--- src/rtl/mul6_seq_pkg.sv ---
// Shared types and constants for the sequential shift-and-add multiplier.
package mul6_seq_pkg;

   // Default operand width of the multiplier and its adder.
   localparam int N_DEF = 6;

   // Controller states: waiting, iterating, one-cycle completion.
   typedef enum logic [1:0] {
      IDLE = 2'd0,
      RUN  = 2'd1,
      DONE = 2'd2
   } state_t;

   // Width of an iteration counter that must hold the values 0..n.
   function automatic int cnt_w(input int n);
      return $clog2(n + 1);
   endfunction

endpackage

--- src/rtl/add6bit.sv ---
// N-bit ripple-carry adder, purely combinational.
module add6bit #(
   parameter int N = 6
) (
   input  logic [N-1:0] a,
   input  logic [N-1:0] b,
   input  logic         cin,
   output logic [N-1:0] s,
   output logic         cout
);

   logic [N:0] carry;

   // Ripple the carry bit by bit from cin towards cout.
   always_comb begin
      carry    = '0;
      s        = '0;
      carry[0] = cin;
      for (int i = 0; i < N; i++) begin
         s[i]       = a[i] ^ b[i] ^ carry[i];
         carry[i+1] = (a[i] & b[i]) | (carry[i] & (a[i] ^ b[i]));
      end
   end

   assign cout = carry[N];

endmodule

--- src/rtl/mul6_seq.sv ---
// Sequential unsigned multiplier: one shared ripple adder, N iterations,
// start/busy/done handshake and a registered 2N-bit product.
module mul6_seq
   import mul6_seq_pkg::*;
#(
   parameter int N = N_DEF
) (
   input  logic           clk,
   input  logic           rst_n,
   input  logic           start,
   input  logic [N-1:0]   a,
   input  logic [N-1:0]   b,
   output logic           busy,
   output logic           done,
   output logic [2*N-1:0] product
);

   localparam int CNT_W = cnt_w(N);

   state_t           state_q,   state_d;
   logic [N-1:0]     m_q,       m_d;
   logic [N-1:0]     acc_q,     acc_d;
   logic [N-1:0]     q_q,       q_d;
   logic [CNT_W-1:0] cnt_q,     cnt_d;
   logic [2*N-1:0]   product_q, product_d;

   logic [N-1:0]     sum;
   logic             sum_cout;

   // The single adder always sees accumulator + multiplicand; the FSM
   // decides from Q[0] whether that sum is kept or bypassed.
   add6bit #(.N(N)) u_add (
      .a    (acc_q),
      .b    (m_q),
      .cin  (1'b0),
      .s    (sum),
      .cout (sum_cout)
   );

   // Next-state and datapath update; every register holds by default.
   always_comb begin
      state_d   = state_q;
      m_d       = m_q;
      acc_d     = acc_q;
      q_d       = q_q;
      cnt_d     = cnt_q;
      product_d = product_q;
      case (state_q)
         IDLE: begin
            if (start) begin
               m_d     = a;
               q_d     = b;
               acc_d   = '0;
               cnt_d   = '0;
               state_d = RUN;
            end
         end
         RUN: begin
            // Right shift of {carry, A, Q}; the carry becomes the new A msb.
            if (q_q[0]) begin
               {acc_d, q_d} = {sum_cout, sum, q_q[N-1:1]};
            end else begin
               {acc_d, q_d} = {1'b0, acc_q, q_q[N-1:1]};
            end
            cnt_d = cnt_q + 1'b1;
            if (cnt_q == CNT_W'(N - 1)) begin
               product_d = {acc_d, q_d};
               state_d   = DONE;
            end
         end
         DONE: begin
            state_d = IDLE;
         end
         default: begin
            state_d = IDLE;
         end
      endcase
   end

   // State and datapath registers with synchronous active-low reset.
   always_ff @(posedge clk) begin
      if (!rst_n) begin
         state_q   <= IDLE;
         m_q       <= '0;
         acc_q     <= '0;
         q_q       <= '0;
         cnt_q     <= '0;
         product_q <= '0;
      end else begin
         state_q   <= state_d;
         m_q       <= m_d;
         acc_q     <= acc_d;
         q_q       <= q_d;
         cnt_q     <= cnt_d;
         product_q <= product_d;
      end
   end

   assign busy    = (state_q == RUN);
   assign done    = (state_q == DONE);
   assign product = product_q;

endmodule

--- config.mk ---
export PLATFORM = sky130hd
export DESIGN_NAME = mul6_seq
export DESIGN_NICKNAME = d
export VERILOG_FILES = /design/src/rtl/mul6_seq_pkg.sv /design/src/rtl/add6bit.sv /design/src/rtl/mul6_seq.sv
export SDC_FILE = /design/constraint.sdc
export NUM_CORES = 1
export LEC_CHECK = 0
export BUFFER_PORTS_ARGS = -buffer_cell sky130_fd_sc_hd__buf_2
export CAP_MARGIN = 25
export CORE_MARGIN = 2
export CORE_UTILIZATION = 54
export CTS_BUF_LIST = sky130_fd_sc_hd__clkbuf_16
export CTS_CLUSTER_SIZE = 20
export DETAILED_ROUTE_END_ITERATION = 10
export PLACE_DENSITY = 0.8
export RECOVER_POWER = 25
export SLEW_MARGIN = 20
export SYNTH_ARGS = -nofsm -noshare
export SYNTH_HDL_FRONTEND = slang
export SYNTH_SLANG_ARGS = --single-unit
--- constraint.sdc ---
create_clock -name clk -period 3.2 [get_ports clk]
set_input_delay 0.32 -clock clk [delete_from_list [all_inputs] [get_ports clk]]
set_output_delay 0.32 -clock clk [all_outputs]
set_load 0.02 [all_outputs]
==> results of run 1 <==
[cell type report]
| class | count | area (sq um) | share of cell area |
|---|---|---|---|
| multi-input combinational | 118 | 774 | 0.422 |
| timing repair buffer | 29 | 133 | 0.0723 |
| clock inverter | 2 | 8.76 | 0.00477 |
| clock buffer | 5 | 125 | 0.0682 |
| inverter | 13 | 53.8 | 0.0293 |
| tap | 31 | 38.8 | 0.0211 |
| sequential | 35 | 702 | 0.382 |
[kinds of logic (layout without fill, tap and decap cells)]
group	count (synthesis)	count (layout)	synth area share
xor+xnor	1	1	0.00540
compound gates	48	48	0.190
flops	35	35	0.432
fa+ha+maj	8	8	0.0848
mux	8	8	0.0493
buf+inv	25	49	0.0925
simple gates	53	53	0.146
[tightest hold or removal path, cell delays in order]
cell and delay, ns:
buf_2 0.08, mux2i_1 0.05, nor2_1 0.07
[state kept, by name (all words and copies together), names as in the netlist]
signal and flops:
product 12, acc_q 6, m_q 6, q_q 6, cnt_q 3, state_q 2
[report_power, final]
| group | switching [mW] | leakage [nW] | total, mW | internal, mW |
|---|---|---|---|---|
| Combinational | 0.0524 | 0.333 | 0.0866 | 0.0342 |
| Clock | 0.162 | 0.0671 | 0.441 | 0.279 |
| Sequential | 0.0196 | 0.286 | 0.473 | 0.453 |
| Total | 0.234 | 0.686 | 1.00 | 0.766 |
[metal layers]
| metal | track usage | up-vias |
|---|---|---|
| li1 | - | 646 |
| met1 | 0.264 | 599 |
| met2 | 0.383 | 39 |
| met3 | 0.0549 | 6 |
| met4 | 0.133 | 0 |
| met5 | 0 | - |
[Yosys cell counts (3+ instances only)]
master | count | area (sq um)
mux2i_1 | 8 | 80.1
dfxtp_1 | 35 | 701
nor2_1 | 13 | 48.8
inv_1 | 11 | 41.3
o211ai_1 | 6 | 45.0
a21oi_1 | 23 | 115
ha_1 | 3 | 37.5
nand2_1 | 30 | 113
fa_1 | 5 | 100
buf_6 | 3 | 33.8
o21ai_0 | 5 | 25.0
buf_2 | 4 | 20.0
[final timing paths]
check | from | to | cells past startpoint
hold reg to reg | product[2]$_SDFFE_PN0P_ | product[2]$_SDFFE_PN0P_ | 2
hold / removal | a[3] | m_q[3]$_SDFFE_PN0P_ | 3
setup / recovery | acc_q[0]$_SDFFE_PN0P_ | acc_q[4]$_SDFFE_PN0P_ | 11
setup reg to reg | acc_q[0]$_SDFFE_PN0P_ | acc_q[4]$_SDFFE_PN0P_ | 11
[metrics by stage]
step	hold slack [ns]	total power, mW	setup slack (ns)	instances	util
finish	0.278	1.00	0.153	233	0.654
global route	0.297	1.04	0.0426	233	0.654
CTS	0.282	1.01	0.0674	233	0.658
detailed placement	0.445	0.567	0.0643	226	0.611
global placement	0.442	0.561	0.182	226	0.611
floorplan	0.442	0.546	0.251	178	-
==> results.cfg, run 1 <==
[synthesis]
yosysWarnings = 0
synth-seq-cells = 35
synth-edff-count = 0
netlist_instances = 178
yosysUniqueCellTypes = 37
seq_area_frac_synth = 0.432
yosys_most_used_dff = dfxtp_1
async_flop_share = 0
syn-num-nets = 201
syn_area_per_cell_sq_um = 9.12
synth.cell_area_sq_mm = 0.00162

[final_layout]
final.fill_count = 255
fin_nets = 225
final_common_cell = dfxtp_1
diodes = 0
most-common-layout-cells = dfxtp_1 (34), nand2_1 (30), a21oi_1 (23)
drive_gt1_frac = 0.173
final_cell_area_sq_mm = 0.00184
area_growth_pct = 13.1

[route]
drt_iter0_markers = 36
drt-met1-wl_mm = 1.39
via_per_inst = 5.54
highest_layer = met4
wl_met2_mm = 1.67
wl_mm = 3.35
vias = 1290
postRouteAntennaNets = 0
drc = 3
wl_met3_microns = 235
wl_per_cell_microns = 14.4
dr.pass1.iters = 7

[clock_tree]
htreeDepth = 2
hold_buffers = 0
cts_resized = 0
cts_root_buffer = clkbuf_16
post_cts_buffers = 0
cts_made_buffers = 5
cts_tree = yes
cts_buffer_depth = 2
cts_sinks = 35
path_clk_slew_ns = 0.05
clk-insertion-delay-late_ns = 0.27

[floorplan]
dieArea_sq_mm = 0.00346
die_w_microns = 58.8
io_pins = 29
rows = 19
core_sq_mm = 0.00281
start_util = 0.579
chipHeight_microns = 58.8

[grt]
grt_remaining_overflow = 0
grt_pass1_wl_mm = 5.75
grt_max_degree = 29
grtUsageTotal = 0.229
antenna_found_initial = 0
first_global_vias = 1290

[timing]
finalCritPeriodShare = 0.952
slew-limit-headroom = 0.424
fin_tns_setup_ns = 0
rsz0062_at_grt = no
tightest_slew_ns = 0.863
setup_viol = 0
hold_violations = 0
slew_violations = 0
fmax_mhz = 328
min_period_ns = 3.05
skew_ns = 0.00374

[worst_setup_path]
cp_data_arrival_time_ns = 3.22
cp.required_ns = 3.37
critical_path.most_common_cell = fa_1
r2r_slack_ns = 0.15
end_kind = flip-flop
cp_top_family = adder cells
cpMaxStageDelayCell = fa_1
crit_chain = ha_1 > inv_1 > fa_2 > fa_1 > fa_1 > fa_1 > inv_1 > fa_1 > mux2i_1 > o22ai_1 > and2_1
cp_max_fo = 3
max_stage_delay_ns = 0.41
path_class = flip-flop to flip-flop
cp-start-kind = flip-flop
worst-path-buf-inv = 2

[place]
hpwl_mm = 2.37
placed_area_sq_mm = 0.00171
portBuffers = 28
gp_congestion = 0.775

[status]
status = complete, but fails checks
failed_checks = design-rule violations

[pwr]
peakVddDrop_uv = 309
leakagePower_nw = 0.686
pwr_density_cell_mw_per_mm2 = 545

[run]
maxCapViolCount = 0

[hold_path]
hold_path_class = primary input to flip-flop
Power figures use the tool's default switching activity.
==> run 2: changes to the inputs <==
- CORE_UTILIZATION: 54 -> 53
- PLACE_DENSITY: 0.8 -> 0.79
- SYNTH_HIERARCHICAL: unset -> 1
==> run 2 against run 1 <==
The flow now finishes without violations. Via count decreased by 9.8%. Count of clock-buffer cells in the layout is the same. Worst setup slack worse by 0.027 ns. Sequential cell count stayed put. Synthesized cell count shrank 16%. Clock skew about the same. Non-clock buffer count up 1. Final cell count down 9.9%.
==> results.cfg, run 2 <==
[route]
wl_mm = 3.13
vias = 1164
drt_iter0_markers = 39
via_per_inst = 5.54
drc = 0
dr.pass1.iters = 4
postRouteAntennaNets = 0
wl_per_cell_microns = 14.9

[pwr]
leakagePower_nw = 0.769
pwr_density_cell_mw_per_mm2 = 557
peakVddDrop_uv = 519

[run]
maxCapViolCount = 0

[grt]
grt_remaining_overflow = 0
first_global_vias = 1168
grt_pass1_wl_mm = 5.20
grtUsageTotal = 0.210
grt_max_degree = 20
antenna_found_initial = 0

[hold_path]
min_to = m_q[4]$_SDFFE_PN0P_
hold_path_class = primary input to flip-flop
hold_path_startpoint = a[4]
hold_depth = 3

[clock_tree]
cts_root_buffer = clkbuf_16
clk-insertion-delay-late_ns = 0.27
post_cts_buffers = 0
htreeDepth = 2
path_clk_slew_ns = 0.05
cts_made_buffers = 5
cts_sinks = 35
cts_tree = yes
cts_buffer_depth = 2

[timing]
skew_ns = 0.00343
hold_violations = 0
setup_viol = 0
fmax_mhz = 325
hold_ws_ns = 0.283
slew_violations = 0
tightest_slew_ns = 0.964
min_period_ns = 3.07
fin_tns_setup_ns = 0
slew-limit-headroom = 0.356
finalCritPeriodShare = 0.961

[synthesis]
seq_area_frac_synth = 0.459
yosysTopAreaCellShare = 0.459
syn-num-nets = 173
synth_most_common_cell = dfxtp_1
yosys_most_used_dff = dfxtp_1
synth-seq-cells = 35
yosysWarnings = 6
yosysTopAreaCell = dfxtp_1
yosysUniqueCellTypes = 34
synth-edff-count = 0
syn_area_per_cell_sq_um = 10.2
synth_common_cells = dfxtp_1 (35), nor2_1 (16), a21oi_1 (12)
async_flop_share = 0
synth_area_leaders = dfxtp_1 (46%), fa_1 (7.9%), a22o_1 (6.3%), a21oi_1 (3.9%), mux2i_1 (3.9%)
synth.cell_area_sq_mm = 0.00153
netlist_instances = 150

[place]
placed_cells_incl_taps = 202
hpwl_mm = 2.23
portBuffers = 28
placed_area_sq_mm = 0.00165
gp_congestion = 0.770

[final_layout]
drive_gt1_frac = 0.207
utilization = 0.647
largest_reg_flops = 12
final_cell_area_sq_mm = 0.00178
final-seq-area_sq_um = 701
final.fill_count = 249
most-common-layout-cells = dfxtp_1 (35), buf_2 (17), nor2_1 (16)
diodes = 0
area_growth_pct = 16.8
final_common_cell = dfxtp_1
fin_cells = 210
multi_input_area_sq_um = 721
fin_nets = 202

[floorplan]
rows = 19
core_sq_mm = 0.00276
chipHeight_microns = 57.7
dieArea_sq_mm = 0.00333
io_pins = 29
start_util = 0.554
die_w_microns = 57.7

[worst_setup_path]
r2r_slack_ns = 0.13
cp_max_fo = 3
path_class = flip-flop to flip-flop
r2r-end = acc_q[4]$_SDFFE_PN0P_
end_kind = flip-flop
cp_data_arrival_time_ns = 3.29
cp-start-kind = flip-flop
cp.required_ns = 3.41
reg2reg_depth = 13
r2r-start = acc_q[0]$_SDFFE_PN0P_

[status]
status = finished, final reports clean
==> run 2: cell types whose count changed in the layout (fill, tap and decap cells not counted), sizes merged, moves of 3 or more <==
cell	change
a21oi	-13
a22o	+11
nor2	+3
a22oi	+4
o211ai	-8
mux2	+6
nand2	-23
==> run 2: area by class of cell <==
type,count,area share
multi-input combinational,94,0.404
sequential,35,0.393
clock inverter,2,0.00491
inverter,13,0.0273
tap,31,0.0217
timing repair buffer,30,0.0792
clock buffer,5,0.0701
==> run 2: cell families (layout without fill, tap and decap cells) <==
logic type | Yosys count | count (layout) | share of synthesized area
other | 1 | 1 | 0.00245
buffers and inverters | 21 | 50 | 0.0713
adders and majority gates | 8 | 8 | 0.0950
DFF | 35 | 35 | 0.459
and+or+nand+nor | 31 | 31 | 0.0991
xor gates and xnor gates | 1 | 1 | 0.00573
muxes | 12 | 12 | 0.0835
AOI/OAI and AO/OA | 41 | 41 | 0.184
==> run 2: worst max path at each step <==
stage | startpoint | to | slack (ns) | depth (start not counted)
6_report | acc_q[0]$_SDFFE_PN0P_ | acc_q[4]$_SDFFE_PN0P_ | 0.13 | 13
5_1_grt | acc_q[0]$_SDFFE_PN0P_ | acc_q[4]$_SDFFE_PN0P_ | -0.01 | 13
4_1_cts | acc_q[0]$_SDFFE_PN0P_ | acc_q[4]$_SDFFE_PN0P_ | 0.1 | 13
3_5_place_dp | acc_q[0]$_SDFFE_PN0P_ | acc_q[4]$_SDFFE_PN0P_ | 0.11 | 13
3_3_place_gp | acc_q[0]$_SDFFE_PN0P_ | acc_q[4]$_SDFFE_PN0P_ | 0.21 | 13
2_1_floorplan | acc_q[0]$_SDFFE_PN0P_ | acc_q[4]$_SDFFE_PN0P_ | 0.28 | 13
==> run 2: worst max-delay path: stages (launching register included) <==
cell	delay, ns
dfxtp_1	0.33
fa_1	0.43
inv_1	0.08
fa_1	0.16
inv_1	0.05
fa_1	0.37
fa_2	0.35
fa_1	0.36
inv_1	0.07
fa_1	0.42
inv_1	0.06
mux2_2	0.15
a22oi_1	0.06
nor2_1	0.13
==> run 2: through the flow <==
step | setup slack, ns | power, mW
floorplan | 0.284 | 0.536
global placement | 0.212 | 0.555
detailed placement | 0.106 | 0.560
CTS | 0.0988 | 1.00
global route | -0.0148 | 1.03
finish | 0.126 | 0.994
==> run 2: timing repair <==
action                                  in CTS  in global routing
endpoints found under the setup margin       0                  1
hold buffers                                 0                  0
gates resized for setup                      0                  1
==> run 2: report_power, final <==
part	internal (mW)	leakage [nW]	switching, mW	total (mW)
registers	0.452	0.285	0.0158	0.468
logic	0.0348	0.417	0.0500	0.0849
clock network	0.279	0.0671	0.163	0.442
total	0.766	0.769	0.229	0.994
==> run 2: metal layers <==
metal  wire, microns  track usage  up-vias
li1                -            -      574
met1            1420        0.273      554
met2            1510        0.325       30
met3             155       0.0580        6
met4              40       0.0997        0
met5               0            0        -
